[src/rtl/rx_byte_packer.sv]
// Packs an 8-bit byte stream little-endian into 32-bit words with byte enables;
// a flush emits a zero-padded partial word. Optional counters: RX_PACKER_STATS_EN.
module rx_byte_packer #(
  parameter int InDataWidth  = 8,
  parameter int OutDataWidth = 32
) (
  input  logic                                clk_i,
  input  logic                                rst_ni,
  input  logic                                byte_valid_i,
  output logic                                byte_ready_o,
  input  logic [InDataWidth-1:0]              byte_i,
  input  logic                                flush_i,
  output logic                                word_valid_o,
  input  logic                                word_ready_i,
  output logic [OutDataWidth-1:0]             word_o,
  output logic [OutDataWidth/InDataWidth-1:0] word_be_o,
  output logic                                busy_o
`ifdef RX_PACKER_STATS_EN
  ,
  input  logic                                stats_clr_i,
  output logic [15:0]                         words_emitted_o,
  output logic [15:0]                         partial_words_o
`endif
);

  localparam int BytesPerWord = OutDataWidth / InDataWidth;
  localparam int CntW = $clog2(BytesPerWord + 1);
  localparam logic [CntW-1:0] CntFull = CntW'(BytesPerWord);

  logic [OutDataWidth-1:0] acc_q, acc_d, acc_n;
  logic [CntW-1:0]         cnt_q, cnt_d, cnt_n;
  logic                    flush_pend_q, flush_pend_d;
  logic                    word_valid_q, word_valid_d;
  logic [OutDataWidth-1:0] word_q, word_d;
  logic [BytesPerWord-1:0] be_q, be_d, be_n;
  logic                    accept, out_free, flush_eff, emit;

  assign byte_ready_o = (cnt_q < CntFull) && !flush_pend_q;
  assign accept       = byte_valid_i && byte_ready_o;
  assign out_free     = !word_valid_q || word_ready_i;
  // A pending flush behaves like a flush request that repeats until it can emit.
  assign flush_eff    = flush_pend_q || flush_i;

  always_comb begin
    acc_n = acc_q;
    cnt_n = cnt_q;
    be_n  = '0;
    for (int i = 0; i < BytesPerWord; i++) begin
      if (accept && (cnt_q == CntW'(i))) begin
        acc_n[i*InDataWidth +: InDataWidth] = byte_i;
      end
    end
    if (accept) begin
      cnt_n = cnt_q + 1'b1;
    end
    for (int i = 0; i < BytesPerWord; i++) begin
      be_n[i] = (cnt_n > CntW'(i));
    end
  end

  assign emit = out_free && ((cnt_n == CntFull) || (flush_eff && (cnt_n != '0)));

  always_comb begin
    acc_d        = acc_n;
    cnt_d        = cnt_n;
    flush_pend_d = flush_pend_q;
    word_valid_d = word_valid_q;
    word_d       = word_q;
    be_d         = be_q;
    if (word_valid_q && word_ready_i) begin
      word_valid_d = 1'b0;
    end
    if (emit) begin
      // Clearing acc on emission keeps lanes beyond the fill count at zero.
      word_valid_d = 1'b1;
      word_d       = acc_n;
      be_d         = be_n;
      acc_d        = '0;
      cnt_d        = '0;
      flush_pend_d = 1'b0;
    end else if (flush_eff && (cnt_n != '0)) begin
      flush_pend_d = 1'b1;
    end
  end

  always_ff @(posedge clk_i or negedge rst_ni) begin
    if (!rst_ni) begin
      acc_q        <= '0;
      cnt_q        <= '0;
      flush_pend_q <= 1'b0;
      word_valid_q <= 1'b0;
      word_q       <= '0;
      be_q         <= '0;
    end else begin
      acc_q        <= acc_d;
      cnt_q        <= cnt_d;
      flush_pend_q <= flush_pend_d;
      word_valid_q <= word_valid_d;
      word_q       <= word_d;
      be_q         <= be_d;
    end
  end

  assign word_valid_o = word_valid_q;
  assign word_o       = word_q;
  assign word_be_o    = be_q;
  assign busy_o       = (cnt_q != '0) || word_valid_q || flush_pend_q;

`ifdef RX_PACKER_STATS_EN
  logic [15:0] words_q, words_d, partial_q, partial_d;
  logic        handshake;

  assign handshake = word_valid_q && word_ready_i;

  always_comb begin
    words_d   = words_q;
    partial_d = partial_q;
    if (stats_clr_i) begin
      words_d   = '0;
      partial_d = '0;
    end else if (handshake) begin
      if (words_q != 16'hFFFF) begin
        words_d = words_q + 16'd1;
      end
      if ((be_q != '1) && (partial_q != 16'hFFFF)) begin
        partial_d = partial_q + 16'd1;
      end
    end
  end

  always_ff @(posedge clk_i or negedge rst_ni) begin
    if (!rst_ni) begin
      words_q   <= '0;
      partial_q <= '0;
    end else begin
      words_q   <= words_d;
      partial_q <= partial_d;
    end
  end

  assign words_emitted_o = words_q;
  assign partial_words_o = partial_q;
`endif

endmodule
[config.mk]
export PLATFORM = sky130hd
export DESIGN_NAME = rx_byte_packer
export DESIGN_NICKNAME = d
export VERILOG_FILES = /design/src/rtl/rx_byte_packer.sv
export SDC_FILE = /design/constraint.sdc
export NUM_CORES = 1
export LEC_CHECK = 0
export CAP_MARGIN = 20
export CORE_ASPECT_RATIO = 0.8
export CORE_UTILIZATION = 40
export DETAILED_ROUTE_END_ITERATION = 12
export PLACE_DENSITY_LB_ADDON = 0.2
export REMOVE_ABC_BUFFERS = 1
export SKIP_LAST_GASP = 1
export SLEW_MARGIN = 15
export SYNTH_ARGS = -nofsm -noshare
export SYNTH_HDL_FRONTEND = slang
export SYNTH_SLANG_ARGS = --single-unit
[constraint.sdc]
create_clock -name clk_i -period 2.5 [get_ports clk_i]
set_input_delay 0.5 -clock clk_i [delete_from_list [all_inputs] [get_ports clk_i]]
set_output_delay 0.5 -clock clk_i [all_outputs]
set_load 0.01 [all_outputs]
==> results of run 1 <==
-- layout by cell type, fill, tap and decap left out, types with 2 or more instances in the layout --
| master | Yosys | layout |
|---|---|---|
| buf_12 | 0 | 6 |
| ha_1 | 6 | 6 |
| clkbuf_8 | 0 | 11 |
| o2bb2ai_1 | 2 | 2 |
| o21ai_0 | 4 | 4 |
| clkdlybuf4s50_1 | 0 | 50 |
| mux2i_1 | 67 | 67 |
| nor3b_1 | 3 | 3 |
| bufinv_16 | 0 | 2 |
| mux2_2 | 4 | 4 |
| and2_1 | 4 | 4 |
| dfrtp_1 | 73 | 72 |
| inv_1 | 36 | 36 |
| buf_4 | 5 | 13 |
| nand2b_1 | 3 | 3 |
| nor3_1 | 3 | 3 |
| nor2_1 | 39 | 39 |
-- power groups by stage --
| stage | Combinational [W] | Sequential (W) | Clock, W |
|---|---|---|---|
| after floorplan | 0.00126 | 0.00193 | 0 |
| after CTS | 0.00245 | 0.00183 | 0.00108 |
| after detailed placement | 0.00244 | 0.00185 | 0 |
| final | 0.00241 | 0.00182 | 0.00104 |
| after global placement | 0.00241 | 0.00184 | 0 |
| after global routing | 0.00267 | 0.00188 | 0.00113 |
-- routing by layer --
layer	vias up	GRT usage, %	routed length (um)
li1	996	-	-
met1	960	23.4	3120
met2	47	23.0	2430
met3	8	5.11	282
met4	0	5.57	61
met5	-	0	0
-- worst max path at each step --
stage | start | end | slack [ns] | depth (start not counted)
floorplan | cnt_q[0] | word_be_o[0] | -0.99 | 6
global placement | byte_valid_i | word_be_o[2] | -0.02 | 7
detailed placement | byte_valid_i | word_o[29] | -0.05 | 8
CTS | cnt_q[0] | busy_o | 0.1 | 4
global route | cnt_q[0] | word_o[30] | 0.07 | 9
finish | cnt_q[0] | word_o[30] | 0.22 | 8
-- state kept, by name, indices dropped and copies added (netlist names) --
| signal | cells |
|---|---|
| word_be_o | 4 |
| word_o | 32 |
| cnt_q | 3 |
| acc_q | 32 |
| flush_pend_q | 1 |
| word_valid_o | 1 |
-- worst max-delay path, delay by kind of cell (launching register included) --
kind            cells  cell delay, ns
fa+ha+maj           2            0.51
flops               1            0.47
mux                 2            0.41
buf+inv             2            0.36
simple gates        1            0.26
compound gates      1            0.17
-- final cells by class --
class / count / area share, %
flip-flops and latches: 73 / 43.6
multi-input cells: 145 / 27.5
inverters: 36 / 3.22
clock buffers: 11 / 3.61
well taps: 105 / 3.13
repair buffers: 69 / 17.1
clock inverters: 4 / 1.82
-- through the flow --
stage	hold slack [ns]	worst slack (ns)	total power [W]
2_1_floorplan	0.204	-0.991	0.00319
3_5_place_dp	0.498	-0.0453	0.00429
5_1_grt	0.149	0.0693	0.00568
3_3_place_gp	0.498	-0.0194	0.00426
4_1_cts	0.134	0.0964	0.00536
6_report	0.137	0.223	0.00528
-- what timing repair did --
| item | 4_1_cts | 5_1_grt |
|---|---|---|
| hold buffers | 0 | 0 |
| setup endpoints to repair | 0 | 20 |
| gates resized for setup | 0 | 1 |
-- kinds of logic after synthesis --
logic type / share of synthesized area [%]
flops: 57.3
compound gates: 1.80
buf+inv: 6.55
xor+xnor: 0.275
mux: 23.1
simple gates: 8.59
fa+ha+maj: 2.35
==> metrics, run 1 <==
Routed Antenna Nets 0; fraction of layout cells with a size suffix above 1 12.1%; WL per Instance 13.3 um; Total Wirelength 5900 um; clk root buf clkbuf_8; Worst R2R Setup Slack 0.22 ns; setup TNS 0 ns; nets@finish 353; crit path cell chain ha_1 > ha_1 > nor3b_1 > o21ai_0 > mux2i_4 > buf_12 > buf_12 > mux2i_1; die height 81.9 um; Worst setup EP type flop; first-pass GRT wire length ~10000 um; fmax 439 MHz; DIE AREA 0.00834 sq mm; number of synthesized flops with an enable pin 0; Mean Syn Cell Area about 12 sq um; pwr dens 1260 mW/mm^2; row count 28; gr usage total about 16%; Die Wd 102 um; top-area cell type share of the netlist area 57.3%; CTS Buf Count 9; largest net degree at the start of global routing a little over 40; Gate Count Post-Synth 268; area of the multi-input gates 0.00115 sq mm; clock slew at reported path FFs 0.08 ns; initial antenna violation count 0; fin crit share about nine tenths; Sw Pwr 0.00177 W; Commonest cells post-synth dfrtp_1 (73), mux2i_1 (67), nor2_1 (39), inv_1 (36), ha_1 (6); Reg2Reg Depth 8; P_leak 1.87 nW; router iterations before antenna repair 4; Crit-path slowest cell dfrtp_2; Vias/cell 4.54; switching share of total power 33.5%; clk_skew 0.00769 ns; vias in the first global route 1992; CP max stage delay 0.47 ns; r2r endpoint word_o[30]; Max Cap Violations 0; ANT cells 0; status finished clean; worst slew pin tran 0.492 ns; critical path startpoint category flop; DP Area 0.00397 sq mm; Sequential Area 0.00183 sq mm; Comb power frac a little under half; critical path type reg2reg; non-filler cells, final 443; DP Cell Count 428; endpoints failing setup 0; Final min period 2.28 ns; sequential fraction of the synthesis area between 50% and 60%; Int Pwr roughly 0.0035 W; post-CTS setup buffers 0; DRT iter0 DRCs 67; H-tree depth 3; CP Data Required Time 2.75 ns; maximum fanout along the worst path 21; Yosys cell types 26; clock share of power just under 20%; mapped cell area 0.00319 sq mm; Max Slew Vio Count 0; synth top area cells dfrtp_1 (57%), mux2i_1 (21%), nor2_1 (4.6%); maximum VDD drop 0.640 mV; ys async rst share 100%; GPL Wtd Cong 0.784; PortBufs 51; Filler cells 684; total number of yosys warnings 0; Synth Register Bits 73; Worst-Skew Late Latency 0.34 ns; ys flop type dfrtp_1; final design utilization 55.4%; RSZ-0062 raised after global routing no; CTS tree yes; Core Box Area ~0.0076 sq mm; Bufs on Longest Clock Path 2; Worst Path Arrival approximately 2.5 ns; Slew Limit Headroom 66.7%; Initial Util 42.1%; share of power burned in registers 34.6%; I/O Pins 52; area delta synth->final 31.5%; Worst Hold Class in2async; DRC viols 0; Yosys top cell by area dfrtp_1; via count 2011; hpwl dp about 4000 um; count of final hold-check violations 0; final instance area 0.00419 sq mm; GRT overflow 0; CTS sink cnt between 70 and 80; most frequent cell after synthesis dfrtp_1; worst r2r src cnt_q[0]
Note: power is estimated with default switching activity, not from simulation.
==> inputs of run 2 (changes only) <==
- REMOVE_ABC_BUFFERS: 1 -> default
==> metrics, run 2 (same netlist as run 1, synthesis figures left out) <==
initial antenna violation count 0; fmax 432 MHz; RSZ-0062 raised after global routing no; area delta synth->final 31.6%; Bufs on Longest Clock Path 2; Max Slew Vio Count 0; final design utilization approximately 55%; DP Cell Count 428; largest net degree at the start of global routing 74; WHS approximately 0.27 ns; vias in the first global route 2104; clk root buf clkbuf_8; Setup WS pre-CTS 0.0193 ns; P_leak 1.87 nW; non-filler cells, final about 440; Worst Hold Class in2async; Final min period 2.31 ns; router iterations before antenna repair 4; ANT cells 0; pwr dens 1280 mW/mm^2; maximum VDD drop roughly 0.48 mV; post-CTS setup buffers 0; clock slew at reported path FFs 0.07 ns; most frequent cells in the layout dfrtp_1 (73), mux2i_1 (67), clkdlybuf4s50_1 (50); CTS tree yes; Filler cells 698; # resized after CTS 0; fin crit share 92.6%; CP Data Required Time 2.76 ns; GPL Wtd Cong 0.776; Routed Antenna Nets 0; Worst setup EP type flop; WL per Instance about 14 um; GRT overflow 0; hpwl dp 4040 um; die height 81.9 um; maximum fanout along the worst path 13; PortBufs 51; Max Cap Violations 0; DIE AREA 0.00834 sq mm; clk_skew 0.0118 ns; worst slew pin tran 0.919 ns; via count 2039; DRT iter0 DRCs 67; Slew Limit Headroom 38.7%; H-tree depth 3; fraction of layout cells with a size suffix above 1 a little under an eighth; Worst-Skew Late Latency 0.34 ns; status finished clean; first-pass GRT wire length 10000 um; syn nets 287; Vias/cell about 4.6; DRC viols 0; CTS Buf Count 9; endpoints failing setup 0; commonest non-fill, non-tap cell in the layout dfrtp_1; Total Wirelength 5980 um; setup TNS 0 ns; Core Box Area 0.00757 sq mm; Die Wd 102 um; I/O Pins 52; CTS sink cnt 73; critical path type reg2reg; Initial Util 42.1%; critical path startpoint category flop; cts hold-fix bufs 0; count of final hold-check violations 0; Worst Path Arrival 2.57 ns; nets@finish 353; fin worst setup slack 0.186 ns; gr usage total 16.2%; row count 28
==> run 2: changes by cell type in the layout (fill, tap and decap cells not counted) <==
cell / before / now
clkbuf_8: 11 / 9
bufinv_16: 2 / 3
dfrtp_2: 1 / 0
clkbuf_1: 0 / 1
dfrtp_1: 72 / 73
clkinv_4: 1 / 0
clkinvlp_4: 1 / 2
==> run 2: worst max-delay path, stage by stage, from the launching register on <==
cell and delay, ns:
dfrtp_1 0.43, ha_1 0.25, ha_1 0.28, nor3b_1 0.28, o21ai_0 0.20, mux2i_4 0.22, buf_4 0.21, buf_12 0.15
mux2i_1 0.20
==> run 2: metrics by stage <==
| step | area, sq um | power, W |
|---|---|---|
| 4_1_cts | 4200 | 0.00547 |
| 6_report | 4200 | 0.00539 |
| 3_5_place_dp | 3970 | 0.00435 |
| 2_1_floorplan | 3190 | 0.00325 |
| 5_1_grt | 4200 | 0.00577 |
| 3_3_place_gp | 3970 | 0.00432 |
==> run 2: power by group <==
| part | internal, W | switching (W) | total [W] |
|---|---|---|---|
| clock network | 0.000658 | 0.000432 | 0.00109 |
| registers | 0.00160 | 0.000199 | 0.00180 |
| logic | 0.00134 | 0.00115 | 0.00249 |
==> run 2: area by class of cell <==
cell class	instances	area (sq um)	area share, %
inverter	36	135	3.22
multi-input combinational	145	1150	27.5
sequential	73	1830	43.5
tap	105	131	3.13
timing repair buffer	69	718	17.1
clock inverter	5	105	2.50
clock buffer	10	128	3.04
==> run 2: per-layer routing <==
layer,global-route usage [%],part of all wire [%],wire length [um]
met1,22.2,49,2940
met2,24.8,45,2700
met3,5.11,4.7,281
met4,4.71,1.0,61
met5,0,0,0
==> run 2: path summary, 6_finish.rpt <==
| kind | from | end | slack [ns] | cells past startpoint |
|---|---|---|---|---|
| worst min-delay path | rst_ni | flush_pend_q | 0.27 | 1 |
| min in group clk_i | word_be_o[3] | word_be_o[3] | 0.51 | 1 |
| worst min register to register | word_be_o[3] | word_be_o[3] | 0.51 | 1 |
| worst max-delay path | cnt_q[0] | word_o[24] | 0.19 | 8 |
| max in group asynchronous | rst_ni | word_o[22] | 1.61 | 1 |
| worst max register to register | cnt_q[0] | word_o[24] | 0.19 | 8 |
==> inputs of run 3 (changes only) <==
--- a/constraint.sdc
+++ b/constraint.sdc
@@ -3,2 +3,2 @@
 set_output_delay 0.5 -clock clk_i [all_outputs]
-set_load 0.01 [all_outputs]
+set_load 0.05 [all_outputs]
==> metrics, run 3 (same netlist as run 1, synthesis figures left out) <==
Top delay family on crit path buffers and inverters; Worst-Skew Late Latency 0.33 ns; most frequent cells in the layout dfrtp_1 (73), mux2i_1 (67), clkdlybuf4s50_1 (49); pwr dens 1430 mW/mm^2; CTS tree yes; maximum VDD drop 0.627 mV; CTS sink cnt 73; hpwl dp ~4200 um; clk root buf clkbuf_8; Routed Antenna Nets 0; Vias/cell roughly 4.7; Worst setup EP type output port; gr usage total around 16%; Total Wirelength 5920 um; # resized after CTS 0; endpoints failing setup 0; syn nets 287; die height 81.9 um; final design utilization 55.3%; DRC viols 0; GPL Wtd Cong roughly 0.78; critical path type reg2out; Worst Path Arrival 1.86 ns; nets@finish 355; vias in the first global route 1993; Die Wd 102 um; row count 28; router iterations before antenna repair 4; I/O Pins 52; Final min period 2.36 ns; post-CTS setup buffers 0; CTS Buf Count 9; cts hold-fix bufs 0; fraction of layout cells with a size suffix above 1 12.6%; WL per Instance about 13 um; crit path cell chain buf_4 > nor2_1 > clkdlybuf4s50_1; maximum fanout along the worst path 10; Setup WS pre-CTS 0.0415 ns; via count 2081; Max Slew Vio Count 0; GRT overflow 0; setup TNS 0 ns; CP Data Required Time 2.00 ns; WP buf/inv 2; Max Cap Violations 0; P_leak about 1.9 nW; fmax 424 MHz; area delta synth->final 31.2%; Bufs on Longest Clock Path 2; clk_skew roughly 0.0063 ns; status finished clean; Worst Hold Class in2async; DIE AREA roughly 0.0083 sq mm; count of final hold-check violations 0; H-tree depth 3; Crit-path slowest cell clkdlybuf4s50_1; PortBufs slightly above 50; critical path startpoint category flop; ANT cells 0; clock slew at reported path FFs 0.07 ns; commonest non-fill, non-tap cell in the layout dfrtp_1; DRT iter0 DRCs between 40 and 50; CP max stage delay 0.82 ns; Initial Util 42.1%; worst slew pin tran 0.521 ns; largest net degree at the start of global routing 43; RSZ-0062 raised after global routing no; Core Box Area 0.00757 sq mm; fin worst setup slack roughly 0.14 ns; initial antenna violation count 0; Filler cells 708; first-pass GRT wire length 9830 um; fin crit share 94.3%; Slew Limit Headroom approximately two thirds
-- run 3: cell count changes in the layout (fill, tap and decap cells not counted) --
cell and delta:
clkinvlp_4 -1, clkbuf_8 +2, clkinv_4 +1, bufinv_16 -2
buf_4 +3, clkdlybuf4s50_1 -1, clkinv_2 +1
-- run 3: per-stage QoR --
step | total power [W] | cells | hold WS (ns) | area, sq um
3_5_place_dp | 0.00508 | 430 | 0.505 | 3980
4_1_cts | 0.00604 | 446 | 0.155 | 4180
2_1_floorplan | 0.00399 | 268 | 0.204 | 3190
6_report | 0.00597 | 446 | 0.129 | 4180
5_1_grt | 0.00633 | 446 | 0.177 | 4180
3_3_place_gp | 0.00504 | 430 | 0.497 | 3980
-- run 3: per-layer routing --
layer / vias to the layer above / routed length (um) / global-route usage, %
li1: 1008 / - / -
met1: 1025 / 2930 / 22.1
met2: 43 / 2670 / 24.3
met3: 5 / 277 / 5.53
met4: 0 / 40 / 3.43
met5: - / 0 / 0
-- run 3: power by group --
| group | internal, W | leakage (nW) | switching, W |
|---|---|---|---|
| Combinational | 0.00133 | 0.787 | 0.00190 |
| Sequential | 0.00160 | 0.985 | 0.000204 |
| Clock | 0.000516 | 0.103 | 0.000418 |
| Total | 0.00345 | 1.87 | 0.00252 |
-- run 3: layout make-up --
type / instances / area, sq um / area share, %
clock buffer: 12 / 155 / 3.71
clock inverter: 4 / 51.3 / 1.23
inverter: 36 / 135 / 3.23
multi-input combinational: 145 / 1150 / 27.6
sequential: 73 / 1830 / 43.7
tap: 105 / 131 / 3.14
timing repair buffer: 71 / 731 / 17.5
-- run 3: path summary, 6_finish.rpt --
kind | cells after the start | startpoint | slack, ns | to
setup / recovery | 3 | cnt_q[2] | 0.14 | byte_ready_o
hold / removal | 1 | rst_ni | 0.13 | word_o[25]
setup reg to reg | 8 | cnt_q[0] | 0.23 | word_o[25]
hold reg to reg | 2 | word_o[17] | 0.52 | word_o[17]
max in group asynchronous | 2 | rst_ni | 1.76 | word_o[19]
min in group clk_i | 2 | word_o[17] | 0.52 | word_o[17]
